[config.mk]
export PLATFORM = sky130hd
export DESIGN_NAME = bram_port_arbiter
export DESIGN_NICKNAME = d
export VERILOG_FILES = /design/src/rtl/bram_arb_pkg.sv /design/src/rtl/bram_arb_rdpipe.sv /design/src/rtl/bram_port_arbiter.sv
export SDC_FILE = /design/constraint.sdc
export NUM_CORES = 1
export LEC_CHECK = 0
export CAP_MARGIN = 20
export CORE_MARGIN = 8
export CORE_UTILIZATION = 36
export CTS_BUF_LIST = sky130_fd_sc_hd__clkbuf_4 sky130_fd_sc_hd__clkbuf_8
export CTS_CLUSTER_DIAMETER = 80
export DETAILED_ROUTE_END_ITERATION = 10
export PLACE_DENSITY = 0.78
export RECOVER_POWER = 25
export SETUP_SLACK_MARGIN = 0.1
export SLEW_MARGIN = 10
export SYNTH_ARGS = -nofsm -noshare
export SYNTH_HDL_FRONTEND = slang
export SYNTH_SLANG_ARGS = --single-unit
[constraint.sdc]
create_clock -name BRAM_Clk -period 1.6 [get_ports BRAM_Clk]
set_input_delay 0.32 -clock BRAM_Clk [delete_from_list [all_inputs] [get_ports BRAM_Clk]]
set_output_delay 0.32 -clock BRAM_Clk [all_outputs]
set_load 0.01 [all_outputs]
[src/rtl/bram_arb_pkg.sv]
// rtl/bram_arb_pkg.sv - shared types and constants for the BRAM port arbiter
// Contents: requester owner encoding, read-tag struct, read latency and
// hold-counter width.
package bram_arb_pkg;

  typedef enum logic {
    OWNER_REQ0 = 1'b0,
    OWNER_REQ1 = 1'b1
  } owner_e;

  // Travels alongside each accepted read so its data returns to the right requester.
  typedef struct packed {
    logic   valid;
    owner_e owner;
  } rd_tag_t;

  // Accept -> BRAM command (1) -> BRAM data (1) -> response register (1).
  localparam int READ_LATENCY = 3;

  // Wide enough for the full legal range of C_MAX_HOLD (1..15).
  localparam int HOLD_CNT_W = 4;

endpackage

[src/rtl/bram_arb_rdpipe.sv]
// rtl/bram_arb_rdpipe.sv - read-tag pipeline and per-requester read response registers
// Ports:
//   clk, rst_n              : clock, asynchronous active-low reset
//   i_tag                   : tag of the command accepted this cycle (valid = read)
//   i_bram_din              : BRAM read data, valid one cycle after the BRAM command
//   o_rvalid0/1, o_rdata0/1 : per-requester read response; rdata holds between pulses
module bram_arb_rdpipe
  import bram_arb_pkg::*;
#(
  parameter int C_PORT_DWIDTH = 32
) (
  input  logic                     clk,
  input  logic                     rst_n,
  input  rd_tag_t                  i_tag,
  input  logic [C_PORT_DWIDTH-1:0] i_bram_din,
  output logic                     o_rvalid0,
  output logic [C_PORT_DWIDTH-1:0] o_rdata0,
  output logic                     o_rvalid1,
  output logic [C_PORT_DWIDTH-1:0] o_rdata1
);

  // The response register supplies the last cycle of latency, so the tag
  // only needs to cover the stages before it.
  localparam int LP_STAGES = READ_LATENCY - 1;

  rd_tag_t                  r_tag [LP_STAGES];
  logic                     r_rvalid0;
  logic                     r_rvalid1;
  logic [C_PORT_DWIDTH-1:0] r_rdata0;
  logic [C_PORT_DWIDTH-1:0] r_rdata1;

  logic w_ret0;
  logic w_ret1;

  // The last tag stage lines up with the cycle in which BRAM_Din is valid.
  assign w_ret0 = r_tag[LP_STAGES-1].valid && (r_tag[LP_STAGES-1].owner == OWNER_REQ0);
  assign w_ret1 = r_tag[LP_STAGES-1].valid && (r_tag[LP_STAGES-1].owner == OWNER_REQ1);

  always_ff @(posedge clk or negedge rst_n) begin
    if (!rst_n) begin
      for (int i = 0; i < LP_STAGES; i++) begin
        r_tag[i] <= '0;
      end
      r_rvalid0 <= 1'b0;
      r_rvalid1 <= 1'b0;
      r_rdata0  <= '0;
      r_rdata1  <= '0;
    end else begin
      r_tag[0] <= i_tag;
      for (int i = 1; i < LP_STAGES; i++) begin
        r_tag[i] <= r_tag[i-1];
      end
      r_rvalid0 <= w_ret0;
      r_rvalid1 <= w_ret1;
      if (w_ret0) begin
        r_rdata0 <= i_bram_din;
      end
      if (w_ret1) begin
        r_rdata1 <= i_bram_din;
      end
    end
  end

  assign o_rvalid0 = r_rvalid0;
  assign o_rdata0  = r_rdata0;
  assign o_rvalid1 = r_rvalid1;
  assign o_rdata1  = r_rdata1;

endmodule

[src/rtl/bram_port_arbiter.sv]
// rtl/bram_port_arbiter.sv - two-requester arbiter for one BRAM port with pipelined commands
// Optional build macro: BRAM_ARB_ROUND_ROBIN_EN (round-robin on contention instead of
// fixed priority with the C_MAX_HOLD starvation guard).
// Ports:
//   BRAM_Clk, BRAM_Rst_N          : clock, asynchronous active-low reset
//   Req0_* (high priority), Req1_* : Valid/Ready command handshake with WE/Addr/WData,
//                                    RValid/RData read response (3 cycles after accept)
//   BRAM_EN/WEN/Addr/Dout          : registered BRAM command, one cycle after accept
//   BRAM_Din                       : BRAM read data (1-cycle read latency)
module bram_port_arbiter
  import bram_arb_pkg::*;
#(
  parameter int C_PORT_AWIDTH = 32,
  parameter int C_PORT_DWIDTH = 32,
  parameter int C_NUM_WE      = 4,
  parameter int C_MAX_HOLD    = 4
) (
  input  logic                     BRAM_Clk,
  input  logic                     BRAM_Rst_N,

  input  logic                     Req0_Valid,
  output logic                     Req0_Ready,
  input  logic [C_NUM_WE-1:0]      Req0_WE,
  input  logic [C_PORT_AWIDTH-1:0] Req0_Addr,
  input  logic [C_PORT_DWIDTH-1:0] Req0_WData,
  output logic                     Req0_RValid,
  output logic [C_PORT_DWIDTH-1:0] Req0_RData,

  input  logic                     Req1_Valid,
  output logic                     Req1_Ready,
  input  logic [C_NUM_WE-1:0]      Req1_WE,
  input  logic [C_PORT_AWIDTH-1:0] Req1_Addr,
  input  logic [C_PORT_DWIDTH-1:0] Req1_WData,
  output logic                     Req1_RValid,
  output logic [C_PORT_DWIDTH-1:0] Req1_RData,

  output logic                     BRAM_EN,
  output logic [C_NUM_WE-1:0]      BRAM_WEN,
  output logic [C_PORT_AWIDTH-1:0] BRAM_Addr,
  output logic [C_PORT_DWIDTH-1:0] BRAM_Dout,
  input  logic [C_PORT_DWIDTH-1:0] BRAM_Din
);

  logic                     w_grant0;
  logic                     w_grant1;
  logic                     w_acc0;
  logic                     w_acc1;
  logic                     w_accept;
  logic [C_NUM_WE-1:0]      w_win_we;
  logic [C_PORT_AWIDTH-1:0] w_win_addr;
  logic [C_PORT_DWIDTH-1:0] w_win_wdata;
  owner_e                   w_win_owner;
  rd_tag_t                  w_rd_tag;

  logic                     r_bram_en;
  logic [C_NUM_WE-1:0]      r_bram_wen;
  logic [C_PORT_AWIDTH-1:0] r_bram_addr;
  logic [C_PORT_DWIDTH-1:0] r_bram_dout;

`ifdef BRAM_ARB_ROUND_ROBIN_EN
  owner_e r_last_grant;
`else
  localparam logic [HOLD_CNT_W-1:0] LP_MAX_HOLD = HOLD_CNT_W'(C_MAX_HOLD);
  logic [HOLD_CNT_W-1:0] r_hold_cnt;
`endif

  // Arbitration: a grant is only ever given to a requester that is valid,
  // so a grant is also an accept once reset is released.
  always_comb begin
    w_grant0 = 1'b0;
    w_grant1 = 1'b0;
    if (Req0_Valid && Req1_Valid) begin
`ifdef BRAM_ARB_ROUND_ROBIN_EN
      if (r_last_grant == OWNER_REQ0) begin
        w_grant1 = 1'b1;
      end else begin
        w_grant0 = 1'b1;
      end
`else
      if (r_hold_cnt == LP_MAX_HOLD) begin
        w_grant1 = 1'b1;
      end else begin
        w_grant0 = 1'b1;
      end
`endif
    end else if (Req0_Valid) begin
      w_grant0 = 1'b1;
    end else if (Req1_Valid) begin
      w_grant1 = 1'b1;
    end
  end

  // Ready is gated by reset so nothing can be accepted while the pipeline is held.
  assign Req0_Ready = w_grant0 & BRAM_Rst_N;
  assign Req1_Ready = w_grant1 & BRAM_Rst_N;

  assign w_acc0   = Req0_Valid & Req0_Ready;
  assign w_acc1   = Req1_Valid & Req1_Ready;
  assign w_accept = w_acc0 | w_acc1;

  always_comb begin
    w_win_we    = Req0_WE;
    w_win_addr  = Req0_Addr;
    w_win_wdata = Req0_WData;
    w_win_owner = OWNER_REQ0;
    if (w_acc1) begin
      w_win_we    = Req1_WE;
      w_win_addr  = Req1_Addr;
      w_win_wdata = Req1_WData;
      w_win_owner = OWNER_REQ1;
    end
  end

  // A command with no byte enables is a read and needs a response slot.
  always_comb begin
    w_rd_tag.valid = w_accept && (w_win_we == '0);
    w_rd_tag.owner = w_win_owner;
  end

  always_ff @(posedge BRAM_Clk or negedge BRAM_Rst_N) begin
    if (!BRAM_Rst_N) begin
      r_bram_en   <= 1'b0;
      r_bram_wen  <= '0;
      r_bram_addr <= '0;
      r_bram_dout <= '0;
    end else begin
      r_bram_en <= w_accept;
      if (w_accept) begin
        r_bram_wen  <= w_win_we;
        r_bram_addr <= w_win_addr;
        r_bram_dout <= w_win_wdata;
      end else begin
        // Idle cycle: EN/WEN drop, address and data keep their last values.
        r_bram_wen  <= '0;
      end
    end
  end

`ifdef BRAM_ARB_ROUND_ROBIN_EN
  always_ff @(posedge BRAM_Clk or negedge BRAM_Rst_N) begin
    if (!BRAM_Rst_N) begin
      r_last_grant <= OWNER_REQ1;
    end else if (w_accept) begin
      r_last_grant <= w_win_owner;
    end
  end
`else
  // Counts consecutive wins of requester 0 while requester 1 is waiting;
  // reaching C_MAX_HOLD hands the next contended slot to requester 1.
  always_ff @(posedge BRAM_Clk or negedge BRAM_Rst_N) begin
    if (!BRAM_Rst_N) begin
      r_hold_cnt <= '0;
    end else if (w_acc1 || !Req1_Valid) begin
      r_hold_cnt <= '0;
    end else if (w_acc0 && (r_hold_cnt != LP_MAX_HOLD)) begin
      r_hold_cnt <= r_hold_cnt + 1'b1;
    end
  end
`endif

  bram_arb_rdpipe #(
    .C_PORT_DWIDTH (C_PORT_DWIDTH)
  ) u_rdpipe (
    .clk        (BRAM_Clk),
    .rst_n      (BRAM_Rst_N),
    .i_tag      (w_rd_tag),
    .i_bram_din (BRAM_Din),
    .o_rvalid0  (Req0_RValid),
    .o_rdata0   (Req0_RData),
    .o_rvalid1  (Req1_RValid),
    .o_rdata1   (Req1_RData)
  );

  assign BRAM_EN   = r_bram_en;
  assign BRAM_WEN  = r_bram_wen;
  assign BRAM_Addr = r_bram_addr;
  assign BRAM_Dout = r_bram_dout;

endmodule

==> results of run 1 <==
-- critical path: stages, from the launching register on --
cell	delay (ps)
sky130_fd_sc_hd__dfrtp_1	380
sky130_fd_sc_hd__inv_2	70
sky130_fd_sc_hd__ha_4	150
sky130_fd_sc_hd__and3b_2	230
sky130_fd_sc_hd__o21ai_4	190
sky130_fd_sc_hd__inv_4	60
sky130_fd_sc_hd__buf_6	110
sky130_fd_sc_hd__buf_8	120
sky130_fd_sc_hd__buf_12	120
sky130_fd_sc_hd__a222oi_1	330
sky130_fd_sc_hd__inv_1	80
-- path summary, 6_finish.rpt --
path / from / to / slack, ps
min reg2reg: u_rdpipe.r_tag[2] / u_rdpipe.r_tag[0] / 350
min in group asynchronous: BRAM_Rst_N / u_rdpipe.o_rdata1[18] / 490
max in group asynchronous: BRAM_Rst_N / u_rdpipe.o_rdata0[18] / 270
min: u_rdpipe.r_tag[2] / u_rdpipe.r_tag[0] / 350
max reg2reg: r_hold_cnt[1] / BRAM_Addr[7] / -380
max: r_hold_cnt[1] / BRAM_Addr[7] / -380
-- routing by layer --
layer / share of wire, % / global-route usage [%] / wire [microns] / vias to the layer above
met5: 0 / 0 / 0 / -
met4: 3.1 / 9.44 / 654 / 0
met3: 8.1 / 6.42 / 1740 / 41
met2: 50 / 34.5 / 10700 / 282
met1: 39 / 22.7 / 8300 / 2612
li1: - / - / - / 2335
-- area by class of cell --
type                       count  area, sq um
inverter                      40          153
clock buffer                  19          262
tap                          216          270
timing repair buffer         365         3670
clock inverter                13          201
sequential                   143         3580
fill                        1207         5510
multi-input combinational    235         2060
-- cells in the mapped netlist --
library cell,number
sky130_fd_sc_hd__dfrtp_1,143
sky130_fd_sc_hd__mux2_2,64
sky130_fd_sc_hd__nand2_1,43
sky130_fd_sc_hd__inv_1,37
sky130_fd_sc_hd__nand3_1,34
sky130_fd_sc_hd__a222oi_1,32
sky130_fd_sc_hd__a22oi_1,32
sky130_fd_sc_hd__clkbuf_1,14
sky130_fd_sc_hd__buf_2,10
sky130_fd_sc_hd__a21oi_1,7
sky130_fd_sc_hd__buf_6,4
sky130_fd_sc_hd__o21ai_0,4
sky130_fd_sc_hd__and2_1,3
sky130_fd_sc_hd__buf_1,3
sky130_fd_sc_hd__ha_1,2
sky130_fd_sc_hd__inv_2,2
sky130_fd_sc_hd__nand4_1,2
sky130_fd_sc_hd__nor2b_1,2
sky130_fd_sc_hd__or4_1,2
sky130_fd_sc_hd__and3b_1,1
sky130_fd_sc_hd__buf_4,1
sky130_fd_sc_hd__clkinv_1,1
sky130_fd_sc_hd__nand2b_1,1
sky130_fd_sc_hd__nand3b_1,1
sky130_fd_sc_hd__nor3b_1,1
sky130_fd_sc_hd__nor4_1,1
sky130_fd_sc_hd__o21ai_1,1
sky130_fd_sc_hd__o21ai_2,1
sky130_fd_sc_hd__o31ai_1,1
-- power breakdown --
| group | switching (mW) | internal [mW] |
|---|---|---|
| Clock | 1.47 | 1.82 |
| Combinational | 1.16 | 1.52 |
| Sequential | 0.314 | 4.17 |
-- logic make-up (layout without fill, tap and decap cells) --
| group | after synthesis | count (layout) | synth area share, % |
|---|---|---|---|
| compound gates | 78 | 78 | 11.2 |
| fa+ha+maj | 2 | 2 | 0.439 |
| buf+inv | 72 | 437 | 5.55 |
| flops | 143 | 143 | 62.7 |
| mux | 64 | 64 | 12.6 |
| simple gates | 91 | 91 | 7.48 |
-- layout by cell type, fill, tap and decap left out, drive strengths merged --
cell type and n:
clkinvlp 2, buf 50, a22oi 32, nand2 43, clkdlybuf4s15 39, a222oi 32, inv 44, nor4 1
clkinv 3, nand2b 1, mux2 64, dlygate4sd3 1, dfrtp 143, or4 2, nand4 2, o31ai 1
bufbuf 1, and2 3, a21oi 7, nor2b 2, nand3 34, ha 2, nand3b 1, nor3b 1
clkbuf 27, dlygate4sd2 96, bufinv 4, o21ai 6, clkdlybuf4s50 170, and3b 1
-- registers in the layout (all words and copies together) (netlist names) --
| signal | flops |
|---|---|
| u_rdpipe.r_tag | 4 |
| BRAM_WEN | 4 |
| BRAM_Dout | 32 |
| u_rdpipe.o_rdata0 | 32 |
| u_rdpipe.o_rdata1 | 32 |
| r_hold_cnt | 4 |
| BRAM_EN | 1 |
| u_rdpipe.o_rvalid0 | 1 |
| u_rdpipe.o_rvalid1 | 1 |
| BRAM_Addr | 32 |
-- per-stage QoR --
stage	setup slack [ps]	util, %	area [sq um]	hold slack (ps)	std cells
after floorplan	-49.9	-	5750	24.4	450
after global placement	-416	58.5	9200	269	967
after detailed placement	-432	58.5	9200	274	967
after CTS	-348	63.1	9910	96.2	1014
after global routing	-461	64.9	10200	359	1031
final	-383	64.9	10200	351	1031
-- repair_timing --
item / 4_1_cts / 5_1_grt
gates resized for setup: 196 / 56
pin swaps: 17 / 26
hold buffers: 1 / 0
gates cloned: 6 / 4
hold endpoints to repair: 4 / 0
endpoints found under the setup margin: 208 / 101
setup buffers: 8 / 15
==> results.sh, run 1 <==
export IMPL_areaGrowthSynthToFinish_pct=78.8
export IMPL_pin_count_of_the_biggest_net_entering_global_routing=69
export IMPL_drtIter0Drc=321
export IMPL_power_density_nw_per_um2=1030
export IMPL_violations_in_the_final_reports="setup timing"
export IMPL_fmaxAchievable_ghz=0.504
export IMPL_report_final_setup_viol=72
export IMPL_syn_nets=624
export IMPL_clkSlewWorstSetupHoldPaths_ps=80
export IMPL_clkLatencyLatePin_ps=440
export IMPL_drc=0
export IMPL_ctsRootBufferMaster="sky130_fd_sc_hd__clkbuf_8"
export IMPL_drtAntennaViolNets=0
export IMPL_critical_path_max_fanout=6
export IMPL_r2r_worst_path_cells=10
export IMPL_ctsHtreeMaxLevel=4
export IMPL_first_pass_grt_wire_length_microns=31300
export IMPL_place_congestion=0.809
export IMPL_worst_slack_ps=-383
export IMPL_floorplan_rows=46
export IMPL_synth_instances=450
export IMPL_clk_path_buf_depth=2
export IMPL_worst_setup_ep_type="flop"
export IMPL_ys_warn_count=0
export IMPL_antenna_found_initial=0
export IMPL_groute_usage_overall_pct=20.3
export IMPL_final_total_power_mw=10.5
export IMPL_diodes=0
export IMPL_num_nets_final=976
export IMPL_die_area_sq_um=20100
export IMPL_synthDistinctLibCells=29
export IMPL_core_sq_um=15700
export IMPL_numCtsBuffers=17
export IMPL_cts_tree="yes"
export IMPL_dp_final_hpwl_microns=15200
export IMPL_final_setup_skew_ps=9.21
export IMPL_synth_top_cell_by_area="sky130_fd_sc_hd__dfrtp_1"
export IMPL_slew_viol_final=0
export IMPL_min_delay_path_class="reg -> reg"
export IMPL_hold_path_depth=0
export IMPL_initial_utilization_pct=36.3
export IMPL_outcome="finished, violations left"
export IMPL_finalWorstPathRequiredPeriod_ps=1980
export IMPL_post_route_cells_drive_above_1_share_pct=24.8
export IMPL_timing_critical_path_arrival_ps=2300
export IMPL_ir_drop_uv=473
export IMPL_synthesis_stage_register_bit_count=143
export IMPL_timing_hold_violations_final=0
export IMPL_vias=5270
export IMPL_chipWidth_microns=142
export IMPL_pin_count=309
export IMPL_clock_sink_count=143
export IMPL_top_area_cell_type_share_of_the_netlist_area_pct=62.7
export IMPL_leakage_nw=4.76
export IMPL_critical_path_required_ps=1920
export IMPL_io_buffer_count=308
export IMPL_first_global_vias=5671
export IMPL_viasPerCell=5.11
export IMPL_fp_dieH_microns=142
export IMPL_grt_setup_unrepaired="true"
export IMPL_drt_pass1_iterations=6
export IMPL_detail_route_wl_per_cell_microns=20.8
export IMPL_gr_total_overflow=0
export IMPL_fraction_of_the_yosys_area_taken_by_sequential_cells_pct=62.7
export IMPL_max_slew_worst_pin_slew_ps=1180
export IMPL_period_share_pct=124
export IMPL_max_cap_violations=0
export IMPL_post_synth_instance_area_sq_um=5700
export IMPL_setup_total_negative_slack_ps=-19850
export IMPL_worst_slew_margin_rel_pct=21.3
export IMPL_synth_top_cells_by_area="sky130_fd_sc_hd__dfrtp_1 63%, sky130_fd_sc_hd__mux2_2 13%, sky130_fd_sc_hd__a222oi_1 5.6%, sky130_fd_sc_hd__a22oi_1 4.2%, sky130_fd_sc_hd__nand3_1 3.0%"
export IMPL_syn_avg_cell_area_sq_um=12.7
export IMPL_critical_path_class="reg -> reg"
export IMPL_routed_wirelength_microns=21400
export IMPL_cp_start_kind="flop"
Note: power is estimated with default switching activity, not from simulation.
==> run 2, diff against run 1 <==
Settings changed: HOLD_SLACK_MARGIN from default to 0.06.
==> results of run 2 <==
Final layout, timing and power as in run 1 (identical DEF).
